<file path="config.mk">
export PLATFORM = sky130hd
export DESIGN_NAME = spike_rate_encoder
export DESIGN_NICKNAME = d
export VERILOG_FILES = /design/src/rtl/spike_rate_encoder.sv
export SDC_FILE = /design/constraint.sdc
export NUM_CORES = 1
export LEC_CHECK = 0
export CAP_MARGIN = 40
export CORE_MARGIN = 2
export CORE_UTILIZATION = 40
export DETAILED_ROUTE_END_ITERATION = 7
export GPL_TIMING_DRIVEN = 1
export PLACE_DENSITY = 0.65
export SLEW_MARGIN = 40
export SYNTH_ARGS = -nofsm -noshare
export SYNTH_HDL_FRONTEND = slang
export SYNTH_SLANG_ARGS = --single-unit
</file>
<file path="constraint.sdc">
create_clock -name clk -period 1.8 [get_ports clk]
set_input_delay 0.36 -clock clk [delete_from_list [all_inputs] [get_ports clk]]
set_output_delay 0.36 -clock clk [all_outputs]
set_load 0.02 [all_outputs]
</file>
<file path="src/rtl/spike_rate_encoder.sv">
// spike_rate_encoder
//
// Deterministic rate encoder. A frame of N_CH pixel intensities is converted
// into T_STEPS binary spike vectors, one per `pulse` timestep. Each channel
// runs a first-order sigma-delta accumulator, so the number of spikes on
// channel i over a frame is exactly floor(T_STEPS * inten[i] / 2^PIX_W).
// A frame spans T_STEPS generating pulses plus one drain pulse. The drain
// pulse clears the outputs and raises frame_done for one cycle.
//
// Ports:
//   clk        - single clock, rising edge
//   reset      - asynchronous, active-low reset
//   pix_valid  - frame intensities present on pix_data
//   pix_ready  - encoder can accept a frame (state == IDLE)
//   pix_data   - N_CH intensities, channel i at [i*PIX_W +: PIX_W]
//   pulse      - one-cycle timestep strobe shared with the downstream layer
//   spk_out    - registered spike vector (downstream pixelsIn)
//   spk_valid  - high while spk_out carries a frame timestep
//   frame_done - one-cycle strobe after the drain pulse

module spike_rate_encoder #(
    parameter int N_CH    = 5,
    parameter int PIX_W   = 8,
    parameter int T_STEPS = 16
) (
    input  logic                    clk,
    input  logic                    reset,
    input  logic                    pix_valid,
    output logic                    pix_ready,
    input  logic [N_CH*PIX_W-1:0]   pix_data,
    input  logic                    pulse,
    output logic [N_CH-1:0]         spk_out,
    output logic                    spk_valid,
    output logic                    frame_done
);

    localparam int STEP_W = $clog2(T_STEPS) + 1;
    localparam logic [STEP_W-1:0] LAST_STEP = STEP_W'(T_STEPS - 1);

    typedef enum logic [1:0] {
        IDLE  = 2'd0,
        RUN   = 2'd1,
        DRAIN = 2'd2
    } state_t;

    state_t              state;
    logic [PIX_W-1:0]    inten [N_CH];
    logic [PIX_W-1:0]    acc   [N_CH];
    logic [PIX_W:0]      sum   [N_CH];
    logic [STEP_W-1:0]   step;

    assign pix_ready = (state == IDLE);

    // Accumulator plus intensity; the carry bit is the spike for this step.
    always_comb begin
        for (int unsigned i = 0; i < N_CH; i++) begin
            sum[i] = {1'b0, acc[i]} + {1'b0, inten[i]};
        end
    end

    always_ff @(posedge clk or negedge reset) begin
        if (!reset) begin
            state      <= IDLE;
            step       <= '0;
            spk_out    <= '0;
            spk_valid  <= 1'b0;
            frame_done <= 1'b0;
            for (int unsigned i = 0; i < N_CH; i++) begin
                inten[i] <= '0;
                acc[i]   <= '0;
            end
        end else begin
            frame_done <= 1'b0;
            case (state)
                IDLE: begin
                    // A pulse here (even one coincident with the load) is
                    // ignored; the first counted step is the next pulse.
                    if (pix_valid) begin
                        for (int unsigned i = 0; i < N_CH; i++) begin
                            inten[i] <= pix_data[i*PIX_W +: PIX_W];
                            acc[i]   <= '0;
                        end
                        step  <= '0;
                        state <= RUN;
                    end
                end
                RUN: begin
                    if (pulse) begin
                        for (int unsigned i = 0; i < N_CH; i++) begin
                            acc[i]     <= sum[i][PIX_W-1:0];
                            spk_out[i] <= sum[i][PIX_W];
                        end
                        spk_valid <= 1'b1;
                        step      <= step + STEP_W'(1);
                        if (step == LAST_STEP) begin
                            state <= DRAIN;
                        end
                    end
                end
                DRAIN: begin
                    // Last vector is held until this pulse so the downstream
                    // layer, sampling one pulse late, sees all T_STEPS vectors.
                    if (pulse) begin
                        spk_out    <= '0;
                        spk_valid  <= 1'b0;
                        frame_done <= 1'b1;
                        state      <= IDLE;
                    end
                end
                default: begin
                    state <= IDLE;
                end
            endcase
        end
    end

endmodule

</file>
==> load_flow_metrics.sql, run 1 <==
INSERT INTO impl_metrics (metric_group, metric, value, unit) VALUES
('run_status', 'status', 'finished, violations left', ''),
('run_status', 'failed_checks', 'negative setup slack', ''),
('sta', 'max_slew_margin', '0.690', ''),
('critical_path', 'worst-r2r-setup-slack', '-0.04', 'ns'),
('sta', 'finalHoldViolCount', '0', ''),
('place', 'count_of_input_and_output_buffers', '51', ''),
('final_layout', 'layout.nets', '712', ''),
('floorplanning', 'ios', '52', ''),
('sta', 'finalSetupViolations', '3', ''),
('critical_path', 'setup.worst_path.class', 'reg -> reg', ''),
('sta', 'post-route-min-period', '1.84', 'ns'),
('final_layout', 'commonest_cells_after_routing_fill_and_taps_aside', 'sky130_fd_sc_hd__dfrtp_1, sky130_fd_sc_hd__buf_4, sky130_fd_sc_hd__clkdlybuf4s50_1, sky130_fd_sc_hd__nand2_1, sky130_fd_sc_hd__mux2_2', ''),
('final_layout', 'final_common_cell', 'sky130_fd_sc_hd__dfrtp_1', ''),
('power_and_ir_drop', 'power.share.switching', '0.399', ''),
('logic_synthesis', 'seq_area_frac_synth', '0.426', ''),
('power_and_ir_drop', 'netSwitchingPower', '6.11', 'mW'),
('power_and_ir_drop', 'combPwrFrac', '0.630', ''),
('logic_synthesis', 'synthesis.yosys.warnings', '0', ''),
('floorplanning', 'num_rows', '42', ''),
('critical_path', 'endpoint_kind_of_the_worst_setup_timing_path', 'flip-flop', ''),
('sta', 'tightest_slew', '0.465', 'ns'),
('critical_path', 'worstRegToRegCells', '6', ''),
('logic_synthesis', 'syn_area_per_cell', '10.8', 'sq um'),
('final_layout', 'final_std_cells_w_o_fill', '802', ''),
('detailed_routing', 'detailedRoute.firstIterationViolations', '223', ''),
('grt', 'grt_antenna_before_repair', '0', ''),
('power_and_ir_drop', 'power_per_cell_area', '2120', 'mW/mm^2'),
('clock_tree', 'cts-root-to-sink-buffers', '2', ''),
('clock_tree', 'clk_pin_slew', '0.06', 'ns'),
('logic_synthesis', 'syn-num-nets', '604', ''),
('sta', 'final-max-slew-violation-count', '0', ''),
('detailed_routing', 'dr.pass1.iters', '4', ''),
('place', 'dp.cells', '774', ''),
('detailed_routing', 'wl_per_cell', '15.6', 'um'),
('logic_synthesis', 'synth.cell_area', '0.00553', 'sq mm'),
('hold_path', 'worstHoldEndpoint', 'step[4]', ''),
('final_layout', 'n_fill_cell', '1160', ''),
('floorplanning', 'die-area', '0.0148', 'sq mm'),
('detailed_routing', 'vias', '4355', ''),
('sta', 'max_fclk', '544', 'MHz'),
('hold_path', 'hold-path-cell-count', '2', ''),
('logic_synthesis', 'synth-edff-count', '0', ''),
('grt', 'grt_first_pass_wirelength', '21100', 'um'),
('power_and_ir_drop', 'vdd_drop_max', '0.000709', 'V'),
('logic_synthesis', 'synth_async_sr_flop_share', '1.00', ''),
('final_layout', 'antenna-diode-count', '0', ''),
('hold_path', 'worst_hold_class', 'reg -> reg', ''),
('logic_synthesis', 'post_synth_num_cell_types', '49', ''),
('place', 'post-dp-hpwl', '8670', 'um'),
('sta', 'final_min_period_over_clock_period', '1.02', ''),
('sta', 'final.setup.worst_slack', '-0.0394', 'ns'),
('sta', 'setup-tns-final', '-0.0542', 'ns'),
('detailed_routing', 'routed_wl', '12500', 'um'),
('hold_path', 'hold_startpoint', 'step[4]', ''),
('grt', 'grt_max_degree', '37', ''),
('logic_synthesis', 'netlist_instances', '513', ''),
('floorplanning', 'initial_standard_cell_utilization_of_the_core', '0.414', ''),
('critical_path', 'critPathArrivalTime', '2.08', 'ns'),
('clock_tree', 'tritoncts', 'yes', ''),
('critical_path', 'reg2reg_to', 'acc[6]', ''),
('critical_path', 'rr_startpoint', 'inten[0]', ''),
('sta', 'final.hold.worst_slack', '0.474', 'ns'),
('logic_synthesis', 'yosys_most_used_dff', 'sky130_fd_sc_hd__dfrtp_1', ''),
('detailed_routing', 'route.detailed.drc', '0', ''),
('grt', 'overflow', '0', ''),
('detailed_routing', 'viasPerCell', '5.43', ''),
('clock_tree', 'cts.htree.levels', '3', ''),
('final_layout', 'syn_to_final_growth', '30.6', '%'),
('detailed_routing', 'final_antenna_net_count', '0', ''),
('final_layout', 'finish.instance_area', '0.00722', 'sq mm'),
('place', 'postPlaceCellArea', '0.00666', 'sq mm');
## flip-flops by register name, summed over array words and instances (netlist names)
| register | flops |
|---|---|
| inten | 40 |
| spk_valid | 1 |
| state | 2 |
| step | 5 |
| spk_out | 5 |
| acc | 40 |
| frame_done | 1 |
## synthesized netlist by cell type (all sizes together) (7+ instances only)
library cell,instances,share of area
a211oi,18,0.024
a21o,7,0.0095
a21oi,16,0.014
a22o,9,0.014
buf,20,0.022
dfrtp,94,0.43
ha,42,0.095
mux2,40,0.082
mux2i,12,0.022
nand2,47,0.032
nand3b,11,0.016
nor2,13,0.010
nor2b,15,0.017
nor3,11,0.010
nor3b,27,0.038
o21a,7,0.0095
o21ai,44,0.041
o31ai,10,0.014
## power groups by stage
stage / sequential (mW) / clock, mW / combinational, mW
after CTS: 3.86 / 1.89 / 9.12
after global placement: 3.85 / 0 / 8.24
after floorplan: 3.72 / 0 / 6.08
final: 3.86 / 1.81 / 9.65
after detailed placement: 3.89 / 0 / 8.54
after global routing: 4.00 / 1.97 / 10.7
## per-layer routing
metal  vias to the layer above  GRT usage  wire, um
met1                      2141      0.229      5830
met5                         -          0         0
li1                       2138          -         -
met2                        66      0.305      6120
met3                        10     0.0454       452
met4                         0     0.0489       100
## per-stage QoR
step | power [mW] | worst slack, ns | utilization
after detailed placement | 12.4 | -0.138 | 0.499
after floorplan | 9.80 | -0.00943 | -
final | 15.3 | -0.0394 | 0.541
after global routing | 16.6 | -0.110 | 0.541
after CTS | 14.9 | -0.0274 | 0.529
after global placement | 12.1 | -0.170 | 0.499
## kinds of logic after synthesis
kind of cell / count (synthesis) / synth area share
AND/OR/NAND/NOR: 152 / 0.156
AO/OA/AOI/OAI: 134 / 0.164
flip-flops: 94 / 0.426
multiplexers: 52 / 0.103
adder cells (fa/ha/maj): 47 / 0.113
buffers and inverters: 27 / 0.0267
XOR/XNOR: 7 / 0.0111
## how the worst max path moves through the flow
stage | start | slack, ns | end | cells after the start
5_1_grt | inten[0] | -0.11 | acc[6] | 6
4_1_cts | inten[0] | -0.03 | acc[6] | 6
2_1_floorplan | acc[0] | -0.009 | acc[6] | 6
3_3_place_gp | inten[9] | -0.17 | acc[15] | 6
6_report | inten[0] | -0.04 | acc[6] | 6
3_5_place_dp | inten[9] | -0.14 | acc[15] | 6
## layout make-up
class / count / area, sq um / area share
well taps: 176 / 220 / 0.0305
clock buffers: 13 / 260 / 0.0361
repair buffers: 118 / 1120 / 0.156
multi-input cells: 392 / 3220 / 0.446
clock inverters: 3 / 18.8 / 0.00260
inverters: 6 / 22.5 / 0.00312
flip-flops and latches: 94 / 2350 / 0.326
## critical path, delay by kind of cell, from the launching register on
family / cells / cell delay (ns)
adders and majority gates: 2 / 0.58
AOI/OAI and AO/OA: 4 / 0.77
DFF: 1 / 0.38
## timing repair
action / in CTS / in global routing
gates resized for setup: 24 / 23
endpoints found under the setup margin: 19 / 22
pin swaps: 10 / 26
hold buffers: 1 / 0
buffers inserted: 3 / 8
endpoints found under the hold margin: 25 / 0
Power figures use the tool's default switching activity.
==> inputs of run 2 (changes only) <==
--- a/config.mk
+++ b/config.mk
@@ -6,11 +6,13 @@
 export NUM_CORES = 1
 export LEC_CHECK = 0
 export CAP_MARGIN = 40
+export CELL_PAD_IN_SITES_DETAIL_PLACEMENT = 0
+export CELL_PAD_IN_SITES_GLOBAL_PLACEMENT = 2
 export CORE_MARGIN = 2
-export CORE_UTILIZATION = 40
+export CORE_UTILIZATION = 34
 export DETAILED_ROUTE_END_ITERATION = 7
 export GPL_TIMING_DRIVEN = 1
-export PLACE_DENSITY = 0.65
+export PLACE_DENSITY = 0.8
 export SLEW_MARGIN = 40
 export SYNTH_ARGS = -nofsm -noshare
 export SYNTH_HDL_FRONTEND = slang
==> run 2 against run 1 <==
The flow still finishes with violations (negative setup slack). Non-clock buffer count increased by 1. Register-to-register slack about the same. Die area increased by 17%. Sequential share of layout area decreased by 0.51 points. Cell area increased by 1.6%. Final cell count increased by 5.0%. Core utilization decreased by 7.9 points. Highest routed layer is now met5.
==> load_flow_metrics.sql, run 2 (synthesized netlist as in run 1, its figures left out) <==
INSERT INTO impl_metrics (metric_group, metric, value, unit) VALUES
('final_layout', 'antenna-diode-count', '0', ''),
('detailed_routing', 'dr.max_layer_used', 'met5', ''),
('clock_tree', 'clk_pin_slew', '0.07', 'ns'),
('final_layout', 'syn_to_final_growth', '32.7', '%'),
('hold_path', 'hold-path-cell-count', '2', ''),
('run_status', 'failed_checks', 'negative setup slack', ''),
('place', 'post-dp-hpwl', '9480', 'um'),
('sta', 'max_slew_margin', '0.676', ''),
('floorplanning', 'die-area', '0.0173', 'sq mm'),
('detailed_routing', 'wirelength_met1', '6130', 'um'),
('place', 'count_of_input_and_output_buffers', '51', ''),
('critical_path', 'worstRegToRegCells', '6', ''),
('final_layout', 'layout.nets', '713', ''),
('power_and_ir_drop', 'power_per_cell_area', '2100', 'mW/mm^2'),
('sta', 'timing.clock.skew', '0.00907', 'ns'),
('grt', 'grt_antenna_before_repair', '1', ''),
('grt', 'grt_usage', '0.156', ''),
('sta', 'tightest_slew', '0.485', 'ns'),
('detailed_routing', 'route.detailed.drc', '0', ''),
('sta', 'final_min_period_over_clock_period', '1.03', ''),
('detailed_routing', 'vias', '4342', ''),
('grt', 'overflow', '0', ''),
('final_layout', 'reg_top3', 'acc x40, inten x40', ''),
('sta', 'final-max-slew-violation-count', '0', ''),
('floorplanning', 'ios', '52', ''),
('power_and_ir_drop', 'vdd_drop_max', '0.000747', 'V'),
('critical_path', 'crit_required', '2.04', 'ns'),
('grt', 'grt_max_degree', '39', ''),
('detailed_routing', 'met3WireLength', '391', 'um'),
('grt', 'grt_pass1_vias', '4546', ''),
('floorplanning', 'die_width', '131', 'um'),
('sta', 'rsz0062_at_grt', 'yes', ''),
('detailed_routing', 'detailedRoute.firstIterationViolations', '151', ''),
('final_layout', 'drive_above_1_share', '0.265', ''),
('sta', 'finalHoldViolCount', '0', ''),
('detailed_routing', 'viasPerCell', '5.16', ''),
('place', 'dp.cells', '822', ''),
('sta', 'finalSetupViolations', '2', ''),
('clock_tree', 'clkLatencyLatePin', '0.34', 'ns'),
('grt', 'grt_first_pass_wirelength', '22200', 'um'),
('clock_tree', 'cts_root_buf', 'sky130_fd_sc_hd__clkbuf_16', ''),
('clock_tree', 'cts_num_sinks', '94', ''),
('final_layout', 'commonest_cells_after_routing_fill_and_taps_aside', 'sky130_fd_sc_hd__dfrtp_1, sky130_fd_sc_hd__buf_4, sky130_fd_sc_hd__clkdlybuf4s50_1, sky130_fd_sc_hd__nand2_1, sky130_fd_sc_hd__mux2_2', ''),
('final_layout', 'final_common_cell', 'sky130_fd_sc_hd__dfrtp_1', ''),
('detailed_routing', 'wl_per_cell', '15.5', 'um'),
('job', 'cap_viol_max_count', '0', ''),
('critical_path', 'worstSetupStartpointType', 'flip-flop', ''),
('sta', 'post-route-min-period', '1.85', 'ns'),
('sta', 'max_fclk', '541', 'MHz'),
('clock_tree', 'cts-root-to-sink-buffers', '2', ''),
('clock_tree', 'cts.htree.levels', '3', ''),
('critical_path', 'critPathArrivalTime', '2.08', 'ns'),
('floorplanning', 'floorplan.core_area', '0.0159', 'sq mm'),
('hold_path', 'worst_hold_class', 'reg -> reg', ''),
('floorplanning', 'die_h', '131', 'um'),
('detailed_routing', 'dr.pass1.iters', '6', ''),
('final_layout', 'final_std_cells_w_o_fill', '842', ''),
('run_status', 'status', 'finished, violations left', ''),
('detailed_routing', 'routed_wl', '13000', 'um'),
('critical_path', 'endpoint_kind_of_the_worst_setup_timing_path', 'flip-flop', ''),
('power_and_ir_drop', 'power_leakage', '3.11', 'nW'),
('floorplanning', 'initial_standard_cell_utilization_of_the_core', '0.348', ''),
('sta', 'final.setup.worst_slack', '-0.0486', 'ns'),
('detailed_routing', 'final_antenna_net_count', '0', ''),
('clock_tree', 'tritoncts', 'yes', ''),
('critical_path', 'setup.worst_path.class', 'reg -> reg', ''),
('detailed_routing', 'met2RoutedLength', '6350', 'um'),
('critical_path', 'critical_path_peak_fanout', '3', ''),
('clock_tree', 'cts_made_buffers', '9', ''),
('floorplanning', 'num_rows', '46', ''),
('final_layout', 'final_cell_utilization_of_the_core', '0.462', ''),
('power_and_ir_drop', 'power', '15.4', 'mW'),
('place', 'gp_congestion', '0.809', ''),
('critical_path', 'worst-r2r-setup-slack', '-0.05', 'ns');
## run 2: cell types whose count changed in the layout (fill, tap and decap cells not counted), sizes merged
cell | before | now
buf | 67 | 68
bufinv | 0 | 1
clkbuf | 13 | 10
clkinv | 3 | 4
## run 2: area by class of cell
class	count	area, sq um
fill	1502	8550
multi-input combinational	392	3270
sequential	94	2350
timing repair buffer	119	1120
tap	216	270
clock buffer	10	239
clock inverter	5	50.0
inverter	6	22.5
## run 2: per-layer routing
metal | track usage | up-vias
li1 | - | 2133
met1 | 0.204 | 2135
met2 | 0.260 | 59
met3 | 0.0313 | 13
met4 | 0.0465 | 2
met5 | 0 | -
## run 2: worst paths after layout
| path | from | endpoint |
|---|---|---|
| max reg2reg | inten[0] | acc[6] |
| max | inten[0] | acc[6] |
| min | step[4] | step[4] |
| min in group asynchronous | reset | inten[20] |
| max in group asynchronous | reset | step[4] |
| min reg2reg | step[4] | step[4] |
## run 2: worst max-delay path, stage by stage (launching register included)
cell                       delay, ns
sky130_fd_sc_hd__dfrtp_1        0.38
sky130_fd_sc_hd__ha_2           0.20
sky130_fd_sc_hd__fa_2           0.37
sky130_fd_sc_hd__a211oi_4       0.25
sky130_fd_sc_hd__o21bai_1       0.10
sky130_fd_sc_hd__a211o_1        0.26
sky130_fd_sc_hd__a22o_1         0.18
## run 2: where the power goes
group / internal, mW / leakage [nW] / total [mW] / switching, mW
Clock: 1.10 / 0.148 / 1.90 / 0.802
Combinational: 5.03 / 1.83 / 9.58 / 4.54
Sequential: 3.17 / 1.14 / 3.91 / 0.743
Total: 9.30 / 3.11 / 15.4 / 6.09
## run 2: what timing repair did
item	in CTS	in global routing
gates resized for setup	20	25
endpoints found under the hold margin	23	0
setup endpoints to repair	15	19
hold buffers	1	0
cloned	0	0
pin swaps	11	20
setup buffers	2	3
## run 2: through the flow
step | worst slack, ns | hold WS [ns] | setup TNS [ns] | cell area (sq um)
floorplan | -0.00943 | 0.0644 | -0.00943 | 5540
global placement | -0.164 | 0.310 | -7.35 | 6770
detailed placement | -0.202 | 0.319 | -10.65 | 6770
CTS | -0.0623 | 0.488 | -0.126 | 7140
global route | -0.120 | 0.511 | -0.465 | 7330
finish | -0.0486 | 0.480 | -0.0932 | 7330
